--- src/rtl/uart_tx_retrans_ctrl.sv ---
// UART transmit controller with parity and ack/resend-driven retransmission.
// The byte is buffered on accept so every retry sends a bit-identical frame.
module uart_tx_retrans_ctrl #(
    parameter int CLKS_PER_BIT = 16,
    parameter int MAX_RETRY    = 2,
    parameter int RESP_TIMEOUT = 1024,
    parameter int PARITY_ODD   = 0
) (
    input  logic       clk,
    input  logic       reset,
    input  logic [7:0] data_in,
    input  logic       data_valid,
    output logic       data_ready,
    output logic       tx_serial,
    input  logic       resend_req,
    input  logic       rx_ack,
    input  logic       err_clear,
    output logic       busy,
    output logic       done,
    output logic       error,
    output logic [1:0] retries
);

    localparam int CLK_W = (CLKS_PER_BIT > 1) ? $clog2(CLKS_PER_BIT) : 1;
    localparam int TMO_W = (RESP_TIMEOUT > 1) ? $clog2(RESP_TIMEOUT) : 1;

    localparam logic [CLK_W-1:0] CLK_LAST  = CLK_W'(CLKS_PER_BIT - 1);
    localparam logic [CLK_W-1:0] CLK_ONE   = CLK_W'(1);
    localparam logic [TMO_W-1:0] TMO_LAST  = TMO_W'(RESP_TIMEOUT - 1);
    localparam logic [TMO_W-1:0] TMO_ONE   = TMO_W'(1);
    localparam logic [1:0]       RETRY_MAX = 2'(MAX_RETRY);
    localparam logic [3:0]       LAST_BIT  = 4'd10;

    typedef enum logic [1:0] {
        ST_IDLE = 2'd0,
        ST_SEND = 2'd1,
        ST_WAIT = 2'd2,
        ST_FAIL = 2'd3
    } state_e;

    function automatic logic frame_parity(input logic [7:0] d);
        return (^d) ^ (PARITY_ODD != 0);
    endfunction

    // Bits that follow the start bit, LSB first: d0..d7, parity, stop.
    function automatic logic [9:0] frame_tail(input logic [7:0] d);
        return {1'b1, frame_parity(d), d};
    endfunction

    state_e            state_q,   state_d;
    logic [7:0]        data_q,    data_d;
    logic [9:0]        shift_q,   shift_d;
    logic [3:0]        bit_cnt_q, bit_cnt_d;
    logic [CLK_W-1:0]  clk_cnt_q, clk_cnt_d;
    logic [TMO_W-1:0]  tmo_cnt_q, tmo_cnt_d;
    logic [1:0]        retries_q, retries_d;
    logic              tx_q,      tx_d;
    logic              ready_q,   ready_d;
    logic              busy_q,    busy_d;
    logic              done_q,    done_d;
    logic              error_q,   error_d;
    logic              accept_s;
    logic              retry_s;

    assign accept_s = data_valid & ready_q;
    assign retry_s  = resend_req | (tmo_cnt_q == TMO_LAST);

    // Next-state and next-output computation for the transmit FSM.
    always_comb begin
        state_d   = state_q;
        data_d    = data_q;
        shift_d   = shift_q;
        bit_cnt_d = bit_cnt_q;
        clk_cnt_d = clk_cnt_q;
        tmo_cnt_d = tmo_cnt_q;
        retries_d = retries_q;
        tx_d      = tx_q;
        done_d    = 1'b0;

        case (state_q)
            ST_IDLE: begin
                if (accept_s) begin
                    data_d    = data_in;
                    retries_d = 2'd0;
                    state_d   = ST_SEND;
                    shift_d   = frame_tail(data_in);
                    bit_cnt_d = 4'd0;
                    clk_cnt_d = '0;
                    tx_d      = 1'b0;
                end else begin
                    tx_d = 1'b1;
                end
            end

            ST_SEND: begin
                if (clk_cnt_q == CLK_LAST) begin
                    clk_cnt_d = '0;
                    if (bit_cnt_q == LAST_BIT) begin
                        state_d   = ST_WAIT;
                        tmo_cnt_d = '0;
                        tx_d      = 1'b1;
                    end else begin
                        bit_cnt_d = bit_cnt_q + 4'd1;
                        tx_d      = shift_q[0];
                        shift_d   = {1'b0, shift_q[9:1]};
                    end
                end else begin
                    clk_cnt_d = clk_cnt_q + CLK_ONE;
                end
            end

            // Resend and timeout fold into one retry event; resend beats ack.
            ST_WAIT: begin
                if (retry_s) begin
                    if (retries_q < RETRY_MAX) begin
                        retries_d = retries_q + 2'd1;
                        state_d   = ST_SEND;
                        shift_d   = frame_tail(data_q);
                        bit_cnt_d = 4'd0;
                        clk_cnt_d = '0;
                        tx_d      = 1'b0;
                    end else begin
                        state_d = ST_FAIL;
                        tx_d    = 1'b1;
                    end
                end else if (rx_ack) begin
                    state_d = ST_IDLE;
                    done_d  = 1'b1;
                    tx_d    = 1'b1;
                end else begin
                    tmo_cnt_d = tmo_cnt_q + TMO_ONE;
                    tx_d      = 1'b1;
                end
            end

            ST_FAIL: begin
                tx_d = 1'b1;
                if (err_clear) begin
                    state_d   = ST_IDLE;
                    retries_d = 2'd0;
                end else begin
                    state_d = ST_FAIL;
                end
            end

            default: begin
                state_d = ST_IDLE;
                tx_d    = 1'b1;
            end
        endcase

        ready_d = (state_d == ST_IDLE);
        busy_d  = (state_d == ST_SEND) || (state_d == ST_WAIT);
        error_d = (state_d == ST_FAIL);
    end

    // State and registered outputs; reset drives the line idle immediately.
    always_ff @(posedge clk or negedge reset) begin
        if (!reset) begin
            state_q   <= ST_IDLE;
            data_q    <= 8'd0;
            shift_q   <= 10'd0;
            bit_cnt_q <= 4'd0;
            clk_cnt_q <= '0;
            tmo_cnt_q <= '0;
            retries_q <= 2'd0;
            tx_q      <= 1'b1;
            ready_q   <= 1'b0;
            busy_q    <= 1'b0;
            done_q    <= 1'b0;
            error_q   <= 1'b0;
        end else begin
            state_q   <= state_d;
            data_q    <= data_d;
            shift_q   <= shift_d;
            bit_cnt_q <= bit_cnt_d;
            clk_cnt_q <= clk_cnt_d;
            tmo_cnt_q <= tmo_cnt_d;
            retries_q <= retries_d;
            tx_q      <= tx_d;
            ready_q   <= ready_d;
            busy_q    <= busy_d;
            done_q    <= done_d;
            error_q   <= error_d;
        end
    end

    assign data_ready = ready_q;
    assign tx_serial  = tx_q;
    assign busy       = busy_q;
    assign done       = done_q;
    assign error      = error_q;
    assign retries    = retries_q;

endmodule

--- config.mk ---
export PLATFORM = sky130hd
export DESIGN_NAME = uart_tx_retrans_ctrl
export DESIGN_NICKNAME = d
export VERILOG_FILES = /design/src/rtl/uart_tx_retrans_ctrl.sv
export SDC_FILE = /design/constraint.sdc
export NUM_CORES = 1
export LEC_CHECK = 0
export ABC_AREA = 0
export CAP_MARGIN = 20
export CORE_MARGIN = 3
export CORE_UTILIZATION = 60
export CTS_BUF_LIST = sky130_fd_sc_hd__clkbuf_8
export DETAILED_ROUTE_END_ITERATION = 16
export PLACE_DENSITY = 0.89
export SETUP_SLACK_MARGIN = 0.3
export SYNTH_ARGS = -nofsm -noshare
export SYNTH_HDL_FRONTEND = slang
export SYNTH_SLANG_ARGS = --single-unit
export TNS_END_PERCENT = 30
--- constraint.sdc ---
create_clock -name clk -period 2.4 [get_ports clk]
set_input_delay 0.6 -clock clk [delete_from_list [all_inputs] [get_ports clk]]
set_output_delay 0.6 -clock clk [all_outputs]
set_load 0.02 [all_outputs]
==> reports/metrics.cfg, run 1 <==
[yosys]
synth_edf_count = 0
synth_commonest_cells = dfrtp_1 (44), nand2_1 (19), nor2_1 (19)
synth_seq_cells = 45
ys.flop_type = dfrtp_1
yosysSeqAreaShare_pct = 42.5
synth_area_leader_cell = dfrtp_1
synthCells = 255
yosysMostFrequentCell = dfrtp_1
synth_nets = 280
synthTopCellsByArea = dfrtp_1 (42%), ha_1 (5.2%), xnor2_1 (5.0%)
ys_types = 55
syn_area_per_cell_um2 = 10.4
yosys_warnings = 0
synth_top_area_share_pct = 41.5
netlist_area_mm2 = 0.00265
async_flop_share_pct = 100

[sta]
min_period_ns = 2.18
max_freq_ghz = 0.459
final-max-slew-violation-count = 0
rsz0062_at_grt = yes
relSlewSlack_pct = 61.2
finalSetupTns_ns = 0
finClkSkew_ns = 0.0120
final-hold-violation-count = 0
fin_hold_ws_ns = 0.365
fin_crit_sh_pct = 90.8
setup_viol = 0
worstMarginPinSlew_ns = 0.580

[critical_path]
required_ns = 2.57
critPathKind = reg2reg
r2r_end = tmo_cnt_q[2]$_DFFE_PN0P_
setup.worst_path.start_class = register
cp_max_fo = 8
worstPathArrival_ns = 2.35
r2r_slack_ns = 0.22
crit_buf_inv = 1
cp_top_family = compound AO/OA/AOI/OAI gates
worst_setup_path_end_kind = register
r2r-start = tmo_cnt_q[1]$_DFFE_PN0P_
path_cells = ha_2, and4_4, a31o_4, a2111oi_1, buf_4, xnor2_1, nor2_1
critPathSlowestCell = a2111oi_1
slowest_delay_ns = 0.61
rr_worst_depth = 7

[cts]
clock-sinks = 45
path_clk_slew_ns = 0.09
numCtsBuffers = 5
root_buffer = clkbuf_8
clk_path_buf_depth = 2
cts_tree = yes
clk_latency_ns = 0.30
ctsHoldBuffers = 0
cts_htree_levels = 2

[layout]
drive_above_1_share_pct = 23.9
areaGrowthSynthToFinish_pct = 18.7
fillerInstances = 266
nNetsFinal = 313
antenna-diode-count = 0
fin_area_mm2 = 0.00315

[placed_design]
dpl-instance-area_mm2 = 0.00294
globalplace.congestion = 0.947
portBuffers = 20
hpwl_mm = 4.13

[routing]
dr.pass1.iters = 5
wirelength_mm = 6.43
routedWlPerCell_um = 19.0
vias = 2183
drtAntennaViolNets = 0
drc = 0
drt_iter0_markers = 209
viasPerCell = 6.44

[pwr]
p_clk_share_pct = 13.8
leakagePower_nw = 1.34
internal_power_mw = 2.04
powerDensity_mw_per_mm2 = 1070
p_switching_mw = 1.32
swShare_pct = 39.3
combPwrFrac_pct = 50.6
pwr-share-seq_pct = 35.6
ir_drop_v = 0.000568

[global_routing]
grt_pass1_wl_mm = 10.0
grt_max_degree = 46
grt_pass1_vias = 2073
grt_util_all_layers_pct = 24.5
antenna_found_initial = 0
grt_overflow = 0

[die]
die-area_mm2 = 0.00525
rows = 23
die_x_um = 72.5
boundaryPins = 21
initial_utilization_pct = 64.0
core_area_mm2 = 0.00414
chipHeight_um = 72.5

[run]
maxCapViolCount = 0

[worst_hold_path]
hold_path_class = in2async

[status]
run_status = complete, no violations

==> worst register-to-register path, stage by stage, from the launching register on <==
cell and delay [ns]:
dfrtp_1 0.39, ha_2 0.20, and4_4 0.20, a31o_4 0.29, a2111oi_1 0.61, buf_4 0.21
xnor2_1 0.11, nor2_1 0.06
==> area by class of cell <==
type | count | area, um2 | share of cell area (%)
well taps | 50 | 62.6 | 1.99
multi-input cells | 190 | 1490 | 47.4
clock buffers | 5 | 68.8 | 2.19
clock inverters | 3 | 17.5 | 0.556
flip-flops and latches | 45 | 1130 | 35.8
inverters | 7 | 26.3 | 0.835
repair buffers | 39 | 354 | 11.2
==> layout by cell type, fill, tap and decap left out, types with 3 or more instances in the layout <==
cell             count
buf_4               17
nor2_1              19
nand3_1             12
mux2i_1              3
nand4_1              3
a21oi_1             14
mux2_4               6
dfrtp_1             44
xor2_1               3
clkbuf_8             5
ha_1                 8
xnor2_1             15
nand2_1             19
clkdlybuf4s50_1     19
a22oi_1             10
mux2_2              11
nor3_1               3
o21ai_0             11
o31ai_1              4
inv_1                7
==> power groups by stage <==
stage	combinational (mW)	clock (mW)	sequential (mW)
2_1_floorplan	1.19	0	1.19
3_3_place_gp	1.54	0	1.18
3_5_place_dp	1.61	0	1.20
4_1_cts	1.63	0.461	1.19
5_1_grt	1.84	0.510	1.23
6_report	1.70	0.463	1.20
==> cells by family (layout without fill, tap and decap cells) <==
group           after synthesis  after routing  share of synthesized area [%]
simple gates                 78             78                           15.4
compound gates               63             63                           18.0
flops                        45             45                           42.5
mux                          20             20                           9.20
buf+inv                      20             54                           3.77
xor+xnor                     18             18                           5.94
fa+ha+maj                    11             11                           5.19
==> per-stage QoR <==
stage / total power, mW / util, % / worst slack, ns / std cells
2_1_floorplan: 2.38 / - / 0.300 / 255
6_report: 3.36 / 76.0 / 0.220 / 339
5_1_grt: 3.57 / 76.0 / 0.230 / 339
3_3_place_gp: 2.72 / 71.0 / -0.0382 / 324
4_1_cts: 3.28 / 74.4 / 0.280 / 337
3_5_place_dp: 2.81 / 71.0 / -0.105 / 324
==> flip-flops by register name, indices dropped and copies added (netlist names) <==
signal and flops:
bit_cnt_q 4, busy 1, clk_cnt_q 4, data_q 8, data_ready 1, done 1
error 1, retries 2, shift_q 10, state_q 2, tmo_cnt_q 10, tx_serial 1
==> worst max path at each step <==
stage                                  start                  endpoint  slack (ns)  cells past startpoint
detailed placement                resend_req  tmo_cnt_q[2]$_DFFE_PN0P_       -0.11                      6
finish              tmo_cnt_q[1]$_DFFE_PN0P_  tmo_cnt_q[2]$_DFFE_PN0P_        0.22                      7
global placement                  resend_req  tmo_cnt_q[2]$_DFFE_PN0P_       -0.04                      6
global route        tmo_cnt_q[1]$_DFFE_PN0P_    shift_q[6]$_DFFE_PN0P_        0.23                      8
CTS                     state_q[0]$_DFF_PN0_    shift_q[3]$_DFFE_PN0P_        0.28                      8
floorplan           tmo_cnt_q[0]$_DFFE_PN0P_  tmo_cnt_q[3]$_DFFE_PN0P_        0.30                      8
==> metal layers <==
| layer | share of wire [%] | vias to the layer above | global-route usage (%) |
|---|---|---|---|
| met1 | 44 | 1059 | 33.8 |
| li1 | - | 1000 | - |
| met4 | 1.9 | 0 | 9.02 |
| met3 | 5.6 | 19 | 4.16 |
| met5 | 0 | - | 0 |
| met2 | 49 | 105 | 38.7 |
==> timing repair <==
| item | CTS | global route |
|---|---|---|
| pin swaps | 1 | 2 |
| endpoints found under the setup margin | 18 | 26 |
| setup buffers | 5 | 2 |
| gates resized for setup | 4 | 11 |
Note: power is estimated with default switching activity, not from simulation.
==> inputs of run 2 (changes only) <==
--- a/config.mk
+++ b/config.mk
@@ -10,6 +10,7 @@
 export CORE_MARGIN = 3
 export CORE_UTILIZATION = 60
 export CTS_BUF_LIST = sky130_fd_sc_hd__clkbuf_8
+export CTS_CLUSTER_SIZE = 40
 export DETAILED_ROUTE_END_ITERATION = 16
 export PLACE_DENSITY = 0.89
 export SETUP_SLACK_MARGIN = 0.3
==> results of run 2 <==
Final layout, timing and power as in run 1 (identical DEF).
==> inputs of run 3 (changes only) <==
--- a/config.mk
+++ b/config.mk
@@ -12,6 +12,8 @@
 export CTS_BUF_LIST = sky130_fd_sc_hd__clkbuf_8
 export CTS_CLUSTER_SIZE = 40
 export DETAILED_ROUTE_END_ITERATION = 16
+export GPL_TIMING_DRIVEN = 0
+export HOLD_SLACK_MARGIN = 0.12
 export PLACE_DENSITY = 0.89
 export SETUP_SLACK_MARGIN = 0.3
 export SYNTH_ARGS = -nofsm -noshare
==> run 3 against run 2 <==
Register-to-register slack worse by 0.07 ns. Die area unchanged. Fmax decreased by 2.9%. Highest routed layer unchanged. Sequential share of layout area shrank 1.3 points. Worst setup slack got worse by 0.065 ns. Power up 8.7%. Largest cell class unchanged. Wire length increased by 10%.
==> reports/metrics.cfg, run 3 (synthesis results as in run 1) <==
[placed_design]
globalplace.congestion = 0.848  ; -11%
place_ws_ns = -0.189  ; -0.0838 ns
dp_cells = 326  ; +0.62%
portBuffers = 20  ; unchanged
hpwl_mm = 3.97  ; -4.0%
dpl-instance-area_mm2 = 0.00294  ; -0.30%

[global_routing]
grt_util_all_layers_pct = 26.3  ; +1.8 points
grt_pass1_vias = 2155  ; +4.0%
grt_overflow = 0  ; unchanged
antenna_found_initial = 0  ; unchanged
grt_max_degree = 26  ; -43%
grt_pass1_wl_mm = 10.4  ; +3.7%

[run]
maxCapViolCount = 0  ; unchanged

[layout]
nNetsFinal = 325  ; +3.8%
fin_area_mm2 = 0.00327  ; +3.9%
mostFrequentLayoutCells = dfrtp_1 (44), nor2_1 (19), clkdlybuf4s50_1 (19), nand2_1 (18), buf_4 (17)
fillerInstances = 239  ; -10%
layout_commonest_cell = dfrtp_1
finalNonFillerCells = 351  ; +3.5%
utilization_pct = 78.9  ; +2.9 points
areaGrowthSynthToFinish_pct = 23.3
top_regs = shift_q x10, tmo_cnt_q x10, data_q x8
antenna-diode-count = 0  ; unchanged
regArea_mm2 = 0.00113  ; unchanged
multi_input_area_mm2 = 0.00148  ; -0.59%
drive_above_1_share_pct = 24.9  ; +1.0 points

[die]
die-area_mm2 = 0.00525  ; unchanged
core_area_mm2 = 0.00414  ; unchanged
boundaryPins = 21  ; unchanged
chipHeight_um = 72.5  ; unchanged
rows = 23  ; unchanged
initial_utilization_pct = 64.0  ; unchanged
die_x_um = 72.5  ; unchanged

[cts]
cts_htree_levels = 2  ; unchanged
cts_tree = yes
root_buffer = clkbuf_8
clk_path_buf_depth = 2  ; unchanged
clk_latency_ns = 0.31  ; about the same
numCtsBuffers = 5  ; unchanged
clock-sinks = 45  ; unchanged
path_clk_slew_ns = 0.09  ; about the same

[critical_path]
critPathSlowestCell = dfrtp_1
cp_max_fo = 5  ; -3
critPathKind = reg2reg
worst_setup_path_end_kind = register
path_cells = ha_4, and4_4, nand4_1, a221oi_2, nand3_2, buf_8, mux2_4
cp_top_family = simple AND/OR/NAND/NOR gates
slowest_delay_ns = 0.40  ; -0.21 ns
required_ns = 2.60  ; +0.03 ns
setup.worst_path.start_class = register
worstPathArrival_ns = 2.44  ; +0.09 ns
crit_buf_inv = 1  ; unchanged

[routing]
drtAntennaViolNets = 0  ; unchanged
routedWlPerCell_um = 20.2  ; +6.5%
wirelength_mm = 7.09  ; +10%
drc = 0  ; unchanged
drt_iter0_markers = 183  ; -12%
viasPerCell = 6.59  ; +2.3%
dr.pass1.iters = 5  ; unchanged
vias = 2312  ; +5.9%

[sta]
final-hold-violation-count = 0  ; unchanged
relSlewSlack_pct = 67.2  ; +6.0 points
max_freq_ghz = 0.445  ; -2.9%
fin_hold_ws_ns = 0.239  ; -0.127 ns
setup_viol = 0  ; unchanged
fin_ws_ns = 0.155  ; -0.0651 ns
min_period_ns = 2.25  ; +0.0651 ns
final-max-slew-violation-count = 0  ; unchanged
finClkSkew_ns = 0.0106  ; -0.00138 ns
worstMarginPinSlew_ns = 0.480  ; -0.100 ns
rsz0062_at_grt = yes
fin_crit_sh_pct = 93.6  ; +2.7 points

[worst_hold_path]
hold_path_class = in2async

[status]
run_status = complete, no violations

[pwr]
leakagePower_nw = 1.41  ; +5.1%
ir_drop_v = 0.000695  ; +22%
powerDensity_mw_per_mm2 = 1120  ; +4.7%

==> run 3: cell count changes in the layout (fill, tap and decap cells not counted), moves of 2 or more <==
cell / change
buf_6: +2
clkinv_2: -2
clkbuf_2: +2
ha_2: -2
clkbuf_1: +4
==> run 3: report_power, final <==
group	total, mW	internal (mW)	switching, mW
clock network	0.610	0.339	0.272
logic	1.84	0.894	0.949
registers	1.20	1.00	0.195
total	3.65	2.24	1.42
==> run 3: path summary, 6_finish.rpt <==
kind,start,endpoint,slack (ns),cells after the start
max in group asynchronous,reset,tx_serial$_DFFE_PN1N_,1.59,2
min in group clk,tx_serial$_DFFE_PN1N_,tx_serial$_DFFE_PN1N_,0.51,2
worst min-delay path,reset,tmo_cnt_q[2]$_DFFE_PN0P_,0.24,1
worst min register to register,tx_serial$_DFFE_PN1N_,tx_serial$_DFFE_PN1N_,0.51,2
worst max-delay path,tmo_cnt_q[0]$_DFFE_PN0P_,shift_q[6]$_DFFE_PN0P_,0.15,7
worst max register to register,tmo_cnt_q[0]$_DFFE_PN0P_,shift_q[6]$_DFFE_PN0P_,0.15,7
==> run 3: worst reg2reg max path, stage by stage, from the launching register on <==
cell and delay (ns):
dfrtp_1 0.40, ha_4 0.17, and4_4 0.24, nand4_1 0.25, a221oi_2 0.39, nand3_2 0.19, buf_8 0.19, mux2_4 0.31
==> run 3: layout make-up <==
cell class | instances | area share (%)
Clock inverter | 2 | 1.15
Inverter | 7 | 0.804
Tap cell | 50 | 1.91
Sequential cell | 45 | 34.5
Buffer | 13 | 2.76
Timing Repair Buffer | 38 | 11.0
Clock buffer | 6 | 2.53
Multi-Input combinational cell | 190 | 45.4
==> run 3: through the flow <==
step / total power [mW] / setup TNS (ns)
finish: 3.65 / 0
floorplan: 2.38 / 0
global placement: 2.69 / -21.87
CTS: 3.47 / 0
detailed placement: 2.76 / -1.56
global route: 3.82 / 0
==> run 3: routing by layer <==
metal	vias up	share of wire [%]	global-route usage (%)
li1	1018	-	-
met1	1128	40	33.9
met2	124	48	41.9
met3	42	7.5	6.51
met4	0	4.7	11.9
met5	-	0	0
==> run 3: timing repair <==
| item | in CTS | in global routing |
|---|---|---|
| pin swaps | 13 | 3 |
| hold buffers | 0 | 0 |
| buffers inserted | 12 | 4 |
| gates resized for setup | 11 | 9 |
| cloned | 0 | 1 |
| setup endpoints to repair | 28 | 26 |
